File: src/rtl/tcu_priv_formsg_gen.sv
// tcu_priv_formsg_gen: detects message arrivals for a non-running VPE, keeps
// them as deduplicated foreign-message requests in a small FIFO, and feeds
// them to the core-request unit at most once every three cycles.
module tcu_priv_formsg_gen #(
   parameter int unsigned                TCU_EP_SIZE       = 16,
   parameter int unsigned                TCU_VPEID_SIZE    = 16,
   parameter logic [TCU_VPEID_SIZE-1:0]  TCU_VPEID_INVALID = 16'hFFFF,
   parameter int unsigned                PEND_DEPTH        = 4,
   parameter int unsigned                PEND_AW           = 2
) (
   input  logic                                  clk_i,
   input  logic                                  reset_i,
   input  logic                                  msg_arrive_valid_i,
   output logic                                  msg_arrive_ready_o,
   input  logic [TCU_EP_SIZE-1:0]                msg_arrive_ep_i,
   input  logic [TCU_VPEID_SIZE-1:0]             msg_arrive_vpeid_i,
   input  logic [TCU_VPEID_SIZE-1:0]             cur_vpeid_i,
   output logic                                  core_req_formsg_push_o,
   output logic [TCU_VPEID_SIZE+TCU_EP_SIZE-1:0] core_req_formsg_data_o,
   input  logic                                  core_req_formsg_stall_i,
   output logic [PEND_AW:0]                      formsg_pending_o,
   output logic [15:0]                           formsg_dup_cnt_o
);

   typedef enum logic [1:0] {
      S_IDLE = 2'd0,
      S_PUSH = 2'd1,
      S_GAP  = 2'd2
   } state_t;

   localparam logic [PEND_AW:0] DEPTH_C = (PEND_AW+1)'(PEND_DEPTH);

   logic [TCU_EP_SIZE-1:0]    ep_q  [PEND_DEPTH];
   logic [TCU_VPEID_SIZE-1:0] vpe_q [PEND_DEPTH];
   logic [PEND_DEPTH-1:0]     vld_q;
   logic [PEND_AW-1:0]        rd_ptr_q, wr_ptr_q;
   logic [PEND_AW:0]          count_q;
   logic [15:0]               dup_cnt_q;
   state_t                    state_q, state_d;

   logic                      accept, is_local, dup_hit, store, dup;
   logic                      empty, head_local, pop, push;
   logic [TCU_EP_SIZE-1:0]    head_ep;
   logic [TCU_VPEID_SIZE-1:0] head_vpe;
   logic [TCU_VPEID_SIZE+TCU_EP_SIZE-1:0] data;

   assign msg_arrive_ready_o     = (count_q < DEPTH_C);
   assign formsg_pending_o       = count_q;
   assign formsg_dup_cnt_o       = dup_cnt_q;
   assign core_req_formsg_push_o = push;
   assign core_req_formsg_data_o = data;

   // Classify an arrival: local/unowned, duplicate of any buffered entry, or new.
   always_comb begin
      accept   = msg_arrive_valid_i && msg_arrive_ready_o;
      is_local = (msg_arrive_vpeid_i == cur_vpeid_i) ||
                 (msg_arrive_vpeid_i == TCU_VPEID_INVALID);
      dup_hit  = 1'b0;
      for (int unsigned i = 0; i < PEND_DEPTH; i++) begin
         if (vld_q[PEND_AW'(i)] &&
             (ep_q[PEND_AW'(i)]  == msg_arrive_ep_i) &&
             (vpe_q[PEND_AW'(i)] == msg_arrive_vpeid_i)) begin
            dup_hit = 1'b1;
         end
      end
      store      = accept && !is_local && !dup_hit;
      dup        = accept && !is_local &&  dup_hit;
      empty      = (count_q == '0);
      head_ep    = ep_q[rd_ptr_q];
      head_vpe   = vpe_q[rd_ptr_q];
      head_local = (head_vpe == cur_vpeid_i);
   end

   // Push FSM: next state, pop strobe and push/data outputs.
   always_comb begin
      state_d = state_q;
      pop     = 1'b0;
      push    = 1'b0;
      data    = '0;
      unique case (state_q)
         S_IDLE: begin
            if (!empty) begin
               if (head_local) pop = 1'b1;
               else            state_d = S_PUSH;
            end
         end
         S_PUSH: begin
            data = {head_vpe, head_ep};
            if (head_local) begin
               pop     = 1'b1;
               state_d = S_IDLE;
            end else if (!core_req_formsg_stall_i) begin
               push    = 1'b1;
               pop     = 1'b1;
               state_d = S_GAP;
            end
         end
         S_GAP: begin
            state_d = S_IDLE;
         end
         default: begin
            state_d = S_IDLE;
         end
      endcase
   end

   // Control state: FSM, pointers, occupancy, valid flags, duplicate counter.
   always_ff @(posedge clk_i) begin
      if (reset_i) begin
         state_q   <= S_IDLE;
         rd_ptr_q  <= '0;
         wr_ptr_q  <= '0;
         count_q   <= '0;
         vld_q     <= '0;
         dup_cnt_q <= '0;
      end else begin
         state_q <= state_d;
         if (pop) begin
            vld_q[rd_ptr_q] <= 1'b0;
            rd_ptr_q        <= rd_ptr_q + PEND_AW'(1);
         end
         // Store and pop never hit the same slot: pop needs a non-empty
         // buffer and store needs a non-full one, so the pointers differ.
         if (store) begin
            vld_q[wr_ptr_q] <= 1'b1;
            wr_ptr_q        <= wr_ptr_q + PEND_AW'(1);
         end
         case ({store, pop})
            2'b10:   count_q <= count_q + 1'b1;
            2'b01:   count_q <= count_q - 1'b1;
            default: count_q <= count_q;
         endcase
         if (dup && (dup_cnt_q != '1)) begin
            dup_cnt_q <= dup_cnt_q + 16'd1;
         end
      end
   end

   // Entry payload storage; validity is tracked separately in vld_q.
   always_ff @(posedge clk_i) begin
      if (store) begin
         ep_q[wr_ptr_q]  <= msg_arrive_ep_i;
         vpe_q[wr_ptr_q] <= msg_arrive_vpeid_i;
      end
   end

endmodule

File: config.mk
export PLATFORM = sky130hd
export DESIGN_NAME = tcu_priv_formsg_gen
export DESIGN_NICKNAME = d
export VERILOG_FILES = /design/src/rtl/tcu_priv_formsg_gen.sv
export SDC_FILE = /design/constraint.sdc
export NUM_CORES = 1
export LEC_CHECK = 0
export BUFFER_PORTS_ARGS = -buffer_cell sky130_fd_sc_hd__buf_2
export CORE_ASPECT_RATIO = 0.7
export CORE_MARGIN = 10
export CORE_UTILIZATION = 40
export CTS_CLUSTER_SIZE = 16
export DETAILED_ROUTE_END_ITERATION = 6
export PLACE_DENSITY = 0.64
export SYNTH_ARGS = -nofsm -noshare
export SYNTH_HDL_FRONTEND = slang
export SYNTH_SLANG_ARGS = --single-unit
File: constraint.sdc
create_clock -name clk_i -period 3.7 [get_ports clk_i]
set_input_delay 0.925 -clock clk_i [delete_from_list [all_inputs] [get_ports clk_i]]
set_output_delay 0.925 -clock clk_i [all_outputs]
set_load 0.01 [all_outputs]
==> impl_results.html <==
<table>
<tr><th>Metric</th><th>Value</th></tr>
<tr><th colspan="2">GRT</th></tr>
<tr><td>Antenna violations before repair</td><td>1</td></tr>
<tr><td>Vias in the first global route</td><td>6017</td></tr>
<tr><td>Pin count of the biggest net entering global routing</td><td>37</td></tr>
<tr><td>Global-route usage over all layers</td><td>0.175</td></tr>
<tr><td>GRT Residual Overflow</td><td>0</td></tr>
<tr><td>First-pass GRT wire length</td><td>36700 um</td></tr>
<tr><th colspan="2">Layout</th></tr>
<tr><td>Non-filler instance count after layout</td><td>1084</td></tr>
<tr><td>Filler cells</td><td>1805</td></tr>
<tr><td>Syn-to-layout area delta</td><td>22.7%</td></tr>
<tr><td>Total Nets Final</td><td>858</td></tr>
<tr><td>Fraction of layout cells with a size suffix above 1</td><td>0.318</td></tr>
<tr><td>Area taken by multi-input logic gates</td><td>0.00379 sq mm</td></tr>
<tr><td>Diode insertion count for antenna repair</td><td>0</td></tr>
<tr><td>Total area of sequential cells</td><td>0.00447 sq mm</td></tr>
<tr><th colspan="2">STA</th></tr>
<tr><td>Worst Clk Skew</td><td>0.0151 ns</td></tr>
<tr><td>Time the worst path needs with I/O delays and setup</td><td>3.65 ns</td></tr>
<tr><td>Pins over their slew limit</td><td>0</td></tr>
<tr><td># setup viols final</td><td>0</td></tr>
<tr><td>Hold Fails Final Rpt</td><td>0</td></tr>
<tr><td>Setup TNS after final layout</td><td>0 ns</td></tr>
<tr><td>Max Freq</td><td>274 MHz</td></tr>
<tr><td>Worst Tran Pin Value</td><td>1.23 ns</td></tr>
<tr><td>RSZ-0062 raised after global routing</td><td>true</td></tr>
<tr><td>Fin crit share</td><td>0.985</td></tr>
<tr><td>Relative slew slack</td><td>0.175</td></tr>
<tr><th colspan="2">Clock tree</th></tr>
<tr><td>TritonCTS clock tree</td><td>built</td></tr>
<tr><td>Inserted Clock Buffers</td><td>17</td></tr>
<tr><td>Deepest level of the CTS H-tree</td><td>4</td></tr>
<tr><td>Root Buffer</td><td>sky130_fd_sc_hd__clkbuf_16</td></tr>
<tr><td>Total number of clock tree sinks</td><td>159</td></tr>
<tr><td>Clock Path Buffers</td><td>2</td></tr>
<tr><td>Clock latency reported for the late side of the worst-skew pair</td><td>0.44 ns</td></tr>
<tr><td>Register clock-pin slew on the reported worst setup and hold paths</td><td>0.07 ns</td></tr>
<tr><th colspan="2">Floorplanning</th></tr>
<tr><td>Core area</td><td>0.0208 sq mm</td></tr>
<tr><td>Horiz. Die Dim</td><td>194 um</td></tr>
<tr><td>Die Height</td><td>142 um</td></tr>
<tr><td>Total die area</td><td>0.0275 sq mm</td></tr>
<tr><td>Cell Rows</td><td>44</td></tr>
<tr><td>Count of pins on the block boundary</td><td>105</td></tr>
<tr><td>Starting utilization of the core area</td><td>0.408</td></tr>
<tr><th colspan="2">Synth</th></tr>
<tr><td>Synthesized area per cell</td><td>12.9 sq um</td></tr>
<tr><td>Share of synthesized area occupied by flip-flops and latches</td><td>0.527</td></tr>
<tr><td>Area share of fa/ha/maj cells after synthesis</td><td>0.0171</td></tr>
<tr><td>Seq cells post-synth</td><td>159</td></tr>
<tr><td>Proportion of synthesized area in mux cells</td><td>0.102</td></tr>
<tr><td>Top_reg_cell synth</td><td>sky130_fd_sc_hd__edfxtp_1</td></tr>
<tr><td>Count of flip-flops with a built-in enable after synthesis</td><td>128</td></tr>
<tr><td>Post-synthesis cell type count</td><td>41</td></tr>
<tr><td>Count of mapped cells out of synthesis</td><td>655</td></tr>
<tr><td>Post-synth top area share</td><td>0.454</td></tr>
<tr><td>Main combinational cell family by area after synthesis</td><td>XOR/XNOR gates</td></tr>
<tr><td>Synth warnings</td><td>0</td></tr>
<tr><td>Area fraction in compound gates after synthesis</td><td>0.0201</td></tr>
<tr><td>Post-synthesis share of cell area spent on xor and xnor gates</td><td>0.168</td></tr>
<tr><td>Top cell type by total area after synthesis</td><td>sky130_fd_sc_hd__edfxtp_1</td></tr>
<tr><td>Net Count, Synth</td><td>718</td></tr>
<tr><td>Post-synth design cell area</td><td>0.00847 sq mm</td></tr>
<tr><td>Area share of and/or/nand/nor cells after synthesis</td><td>0.133</td></tr>
<tr><td>Biggest area contributors in the synthesized netlist</td><td>sky130_fd_sc_hd__edfxtp_1 (45%), sky130_fd_sc_hd__xnor2_1 (12%), sky130_fd_sc_hd__mux4_2 (8.5%)</td></tr>
<tr><td>Share of async-settable or async-resettable flops after synthesis</td><td>0</td></tr>
<tr><th colspan="2">Power and ir drop</th></tr>
<tr><td>P per Cell Area</td><td>519 mW/mm^2</td></tr>
<tr><td>Static power due to leakage</td><td>3.70 nW</td></tr>
<tr><td>Worst VDD drop</td><td>297 uV</td></tr>
<tr><th colspan="2">Flow run</th></tr>
<tr><td>Number of maximum-capacitance violations</td><td>0</td></tr>
<tr><th colspan="2">Drt</th></tr>
<tr><td>First drt pass iteration count</td><td>7</td></tr>
<tr><td>Routed vias</td><td>5918</td></tr>
<tr><td>Number of design rule violations left after detail routing</td><td>0</td></tr>
<tr><td>Total Routed Length</td><td>24500 um</td></tr>
<tr><td>Antenna-violating nets left</td><td>0</td></tr>
<tr><td>First-iteration detailed-routing DRC count</td><td>532</td></tr>
<tr><td>Vias per cell</td><td>5.46</td></tr>
<tr><td>Post-detailed-route wirelength per cell</td><td>22.6 um</td></tr>
<tr><th colspan="2">Placement</th></tr>
<tr><td>Number of placed instances with taps included</td><td>1043</td></tr>
<tr><td>Final HPWL from detailed placement</td><td>18000 um</td></tr>
<tr><td>Count of buffers from port buffering</td><td>104</td></tr>
<tr><td>Final RePlAce weighted congestion</td><td>0.940</td></tr>
<tr><th colspan="2">Outcome</th></tr>
<tr><td>Result of the run</td><td>finished clean</td></tr>
<tr><th colspan="2">Min path</th></tr>
<tr><td>Start point of the worst min-delay path</td><td>state_q[1]</td></tr>
<tr><td>Class of the tightest hold or removal check</td><td>register to register</td></tr>
<tr><th colspan="2">Critical path</th></tr>
<tr><td>Worst EP arrival</td><td>2.72 ns</td></tr>
<tr><td>Largest fanout of any net on the critical path</td><td>11</td></tr>
<tr><td>Crit Path Class</td><td>register to output port</td></tr>
<tr><td>Last element of the critical path</td><td>core_req_formsg_push_o</td></tr>
<tr><td>Capturing point of the worst reg2reg path</td><td>formsg_pending_o[2]</td></tr>
<tr><td>Flop2flop setup slack</td><td>0.15 ns</td></tr>
<tr><td>Critical path capture point type</td><td>output port</td></tr>
<tr><td>Kind of start point of the critical path</td><td>register</td></tr>
<tr><td>Data required time at the worst endpoint</td><td>2.77 ns</td></tr>
<tr><td>Cell depth of the worst flop-to-flop path</td><td>14</td></tr>
</table>
## worst max-delay path, cell delays in order, from the launching register on
cell                      delay [ns]
sky130_fd_sc_hd__dfxtp_4        0.41
sky130_fd_sc_hd__buf_12         0.16
sky130_fd_sc_hd__mux4_2         0.57
sky130_fd_sc_hd__xnor2_2        0.15
sky130_fd_sc_hd__nand4_1        0.21
sky130_fd_sc_hd__nor4_4         0.38
sky130_fd_sc_hd__buf_4          0.18
sky130_fd_sc_hd__nor3_2         0.04
sky130_fd_sc_hd__buf_2          0.17
## through the flow
step	util	area [sq um]	worst slack [ns]	power, mW	hold slack, ns
after floorplan	-	8480	0.0179	2.97	0.414
after global placement	0.464	9630	-0.0503	3.45	0.426
after detailed placement	0.464	9630	-0.181	3.48	0.443
after CTS	0.496	10300	0.00215	5.37	0.452
after global routing	0.501	10400	-0.0496	5.62	0.501
final	0.501	10400	0.0538	5.39	0.451
## layout by cell type, fill, tap and decap left out, types with 9 or more instances in the layout
cell	instances
sky130_fd_sc_hd__nand2_1	13
sky130_fd_sc_hd__mux4_2	32
sky130_fd_sc_hd__clkbuf_16	17
sky130_fd_sc_hd__buf_2	104
sky130_fd_sc_hd__nand3_1	19
sky130_fd_sc_hd__a21oi_1	10
sky130_fd_sc_hd__inv_1	12
sky130_fd_sc_hd__edfxtp_1	128
sky130_fd_sc_hd__nor2_1	18
sky130_fd_sc_hd__xor2_1	45
sky130_fd_sc_hd__buf_4	58
sky130_fd_sc_hd__and3_1	13
sky130_fd_sc_hd__nor2b_1	41
sky130_fd_sc_hd__xnor2_1	113
sky130_fd_sc_hd__mux2_2	10
sky130_fd_sc_hd__nor4_1	19
sky130_fd_sc_hd__nand4_1	33
sky130_fd_sc_hd__dfxtp_1	30
sky130_fd_sc_hd__ha_1	9
sky130_fd_sc_hd__nor3_1	12
## power breakdown
group / total, mW / internal (mW) / switching (mW)
logic: 1.32 / 0.609 / 0.707
clock network: 1.88 / 1.09 / 0.793
registers: 2.19 / 2.08 / 0.108
## synthesized netlist by cell type (4+ instances only)
cell and count:
sky130_fd_sc_hd__and3_1 13, sky130_fd_sc_hd__nand4_1 33, sky130_fd_sc_hd__mux2_2 10, sky130_fd_sc_hd__clkbuf_1 24, sky130_fd_sc_hd__xor2_1 45, sky130_fd_sc_hd__ha_1 10, sky130_fd_sc_hd__mux4_2 32, sky130_fd_sc_hd__buf_1 4
sky130_fd_sc_hd__o31ai_1 4, sky130_fd_sc_hd__nor3_1 13, sky130_fd_sc_hd__buf_2 19, sky130_fd_sc_hd__inv_1 12, sky130_fd_sc_hd__nand3_1 19, sky130_fd_sc_hd__a21oi_1 11, sky130_fd_sc_hd__nand2_1 14, sky130_fd_sc_hd__nor4_1 19
sky130_fd_sc_hd__edfxtp_1 128, sky130_fd_sc_hd__nand3b_1 4, sky130_fd_sc_hd__nor2_1 18, sky130_fd_sc_hd__dfxtp_1 31, sky130_fd_sc_hd__or4_1 4, sky130_fd_sc_hd__or3_1 4, sky130_fd_sc_hd__o221ai_1 4, sky130_fd_sc_hd__o21ai_0 5
sky130_fd_sc_hd__nor2b_1 41, sky130_fd_sc_hd__xnor2_1 116
## worst min path at each step
stage	endpoint	cells past startpoint	slack (ns)
3_3_place_gp	state_q[0]	1	0.43
6_report	state_q[0]	1	0.45
3_5_place_dp	state_q[0]	1	0.44
2_1_floorplan	state_q[0]	1	0.41
4_1_cts	state_q[0]	1	0.45
5_1_grt	state_q[0]	1	0.50
## area by class of cell
cell class              count  share of cell area
repair buffers            170               0.107
multi-input cells         435               0.365
inverters                  12             0.00434
clock inverters            15              0.0190
clock buffers              17              0.0409
flip-flops and latches    159               0.430
well taps                 276              0.0332
## kinds of logic after synthesis
kind of cell | Yosys count
simple gates | 191
flops | 159
compound gates | 26
fa+ha+maj | 11
buf+inv | 61
xor+xnor | 162
mux | 45
## flip-flops by register name, summed over array words and instances (netlist names), named ones only
name              cells
vpe_q                64
state_q               2
wr_ptr_q              2
formsg_dup_cnt_o     16
rd_ptr_q              2
ep_q                 64
vld_q                 4
formsg_pending_o      3
## metal layers
layer,share of wire,up-vias,track usage
met3,0.095,25,0.0598
li1,-,2678,-
met4,0.013,2,0.0505
met1,0.44,2949,0.236
met5,0.00037,-,0
met2,0.45,264,0.263
## repair_timing
| action | in CTS | in global routing |
|---|---|---|
| endpoints found under the setup margin | 1 | 2 |
| setup buffers | 2 | 7 |
| hold buffers | 0 | 0 |
| gates resized for setup | 6 | 7 |
| pin swaps | 2 | 3 |
Power figures use the tool's default switching activity.
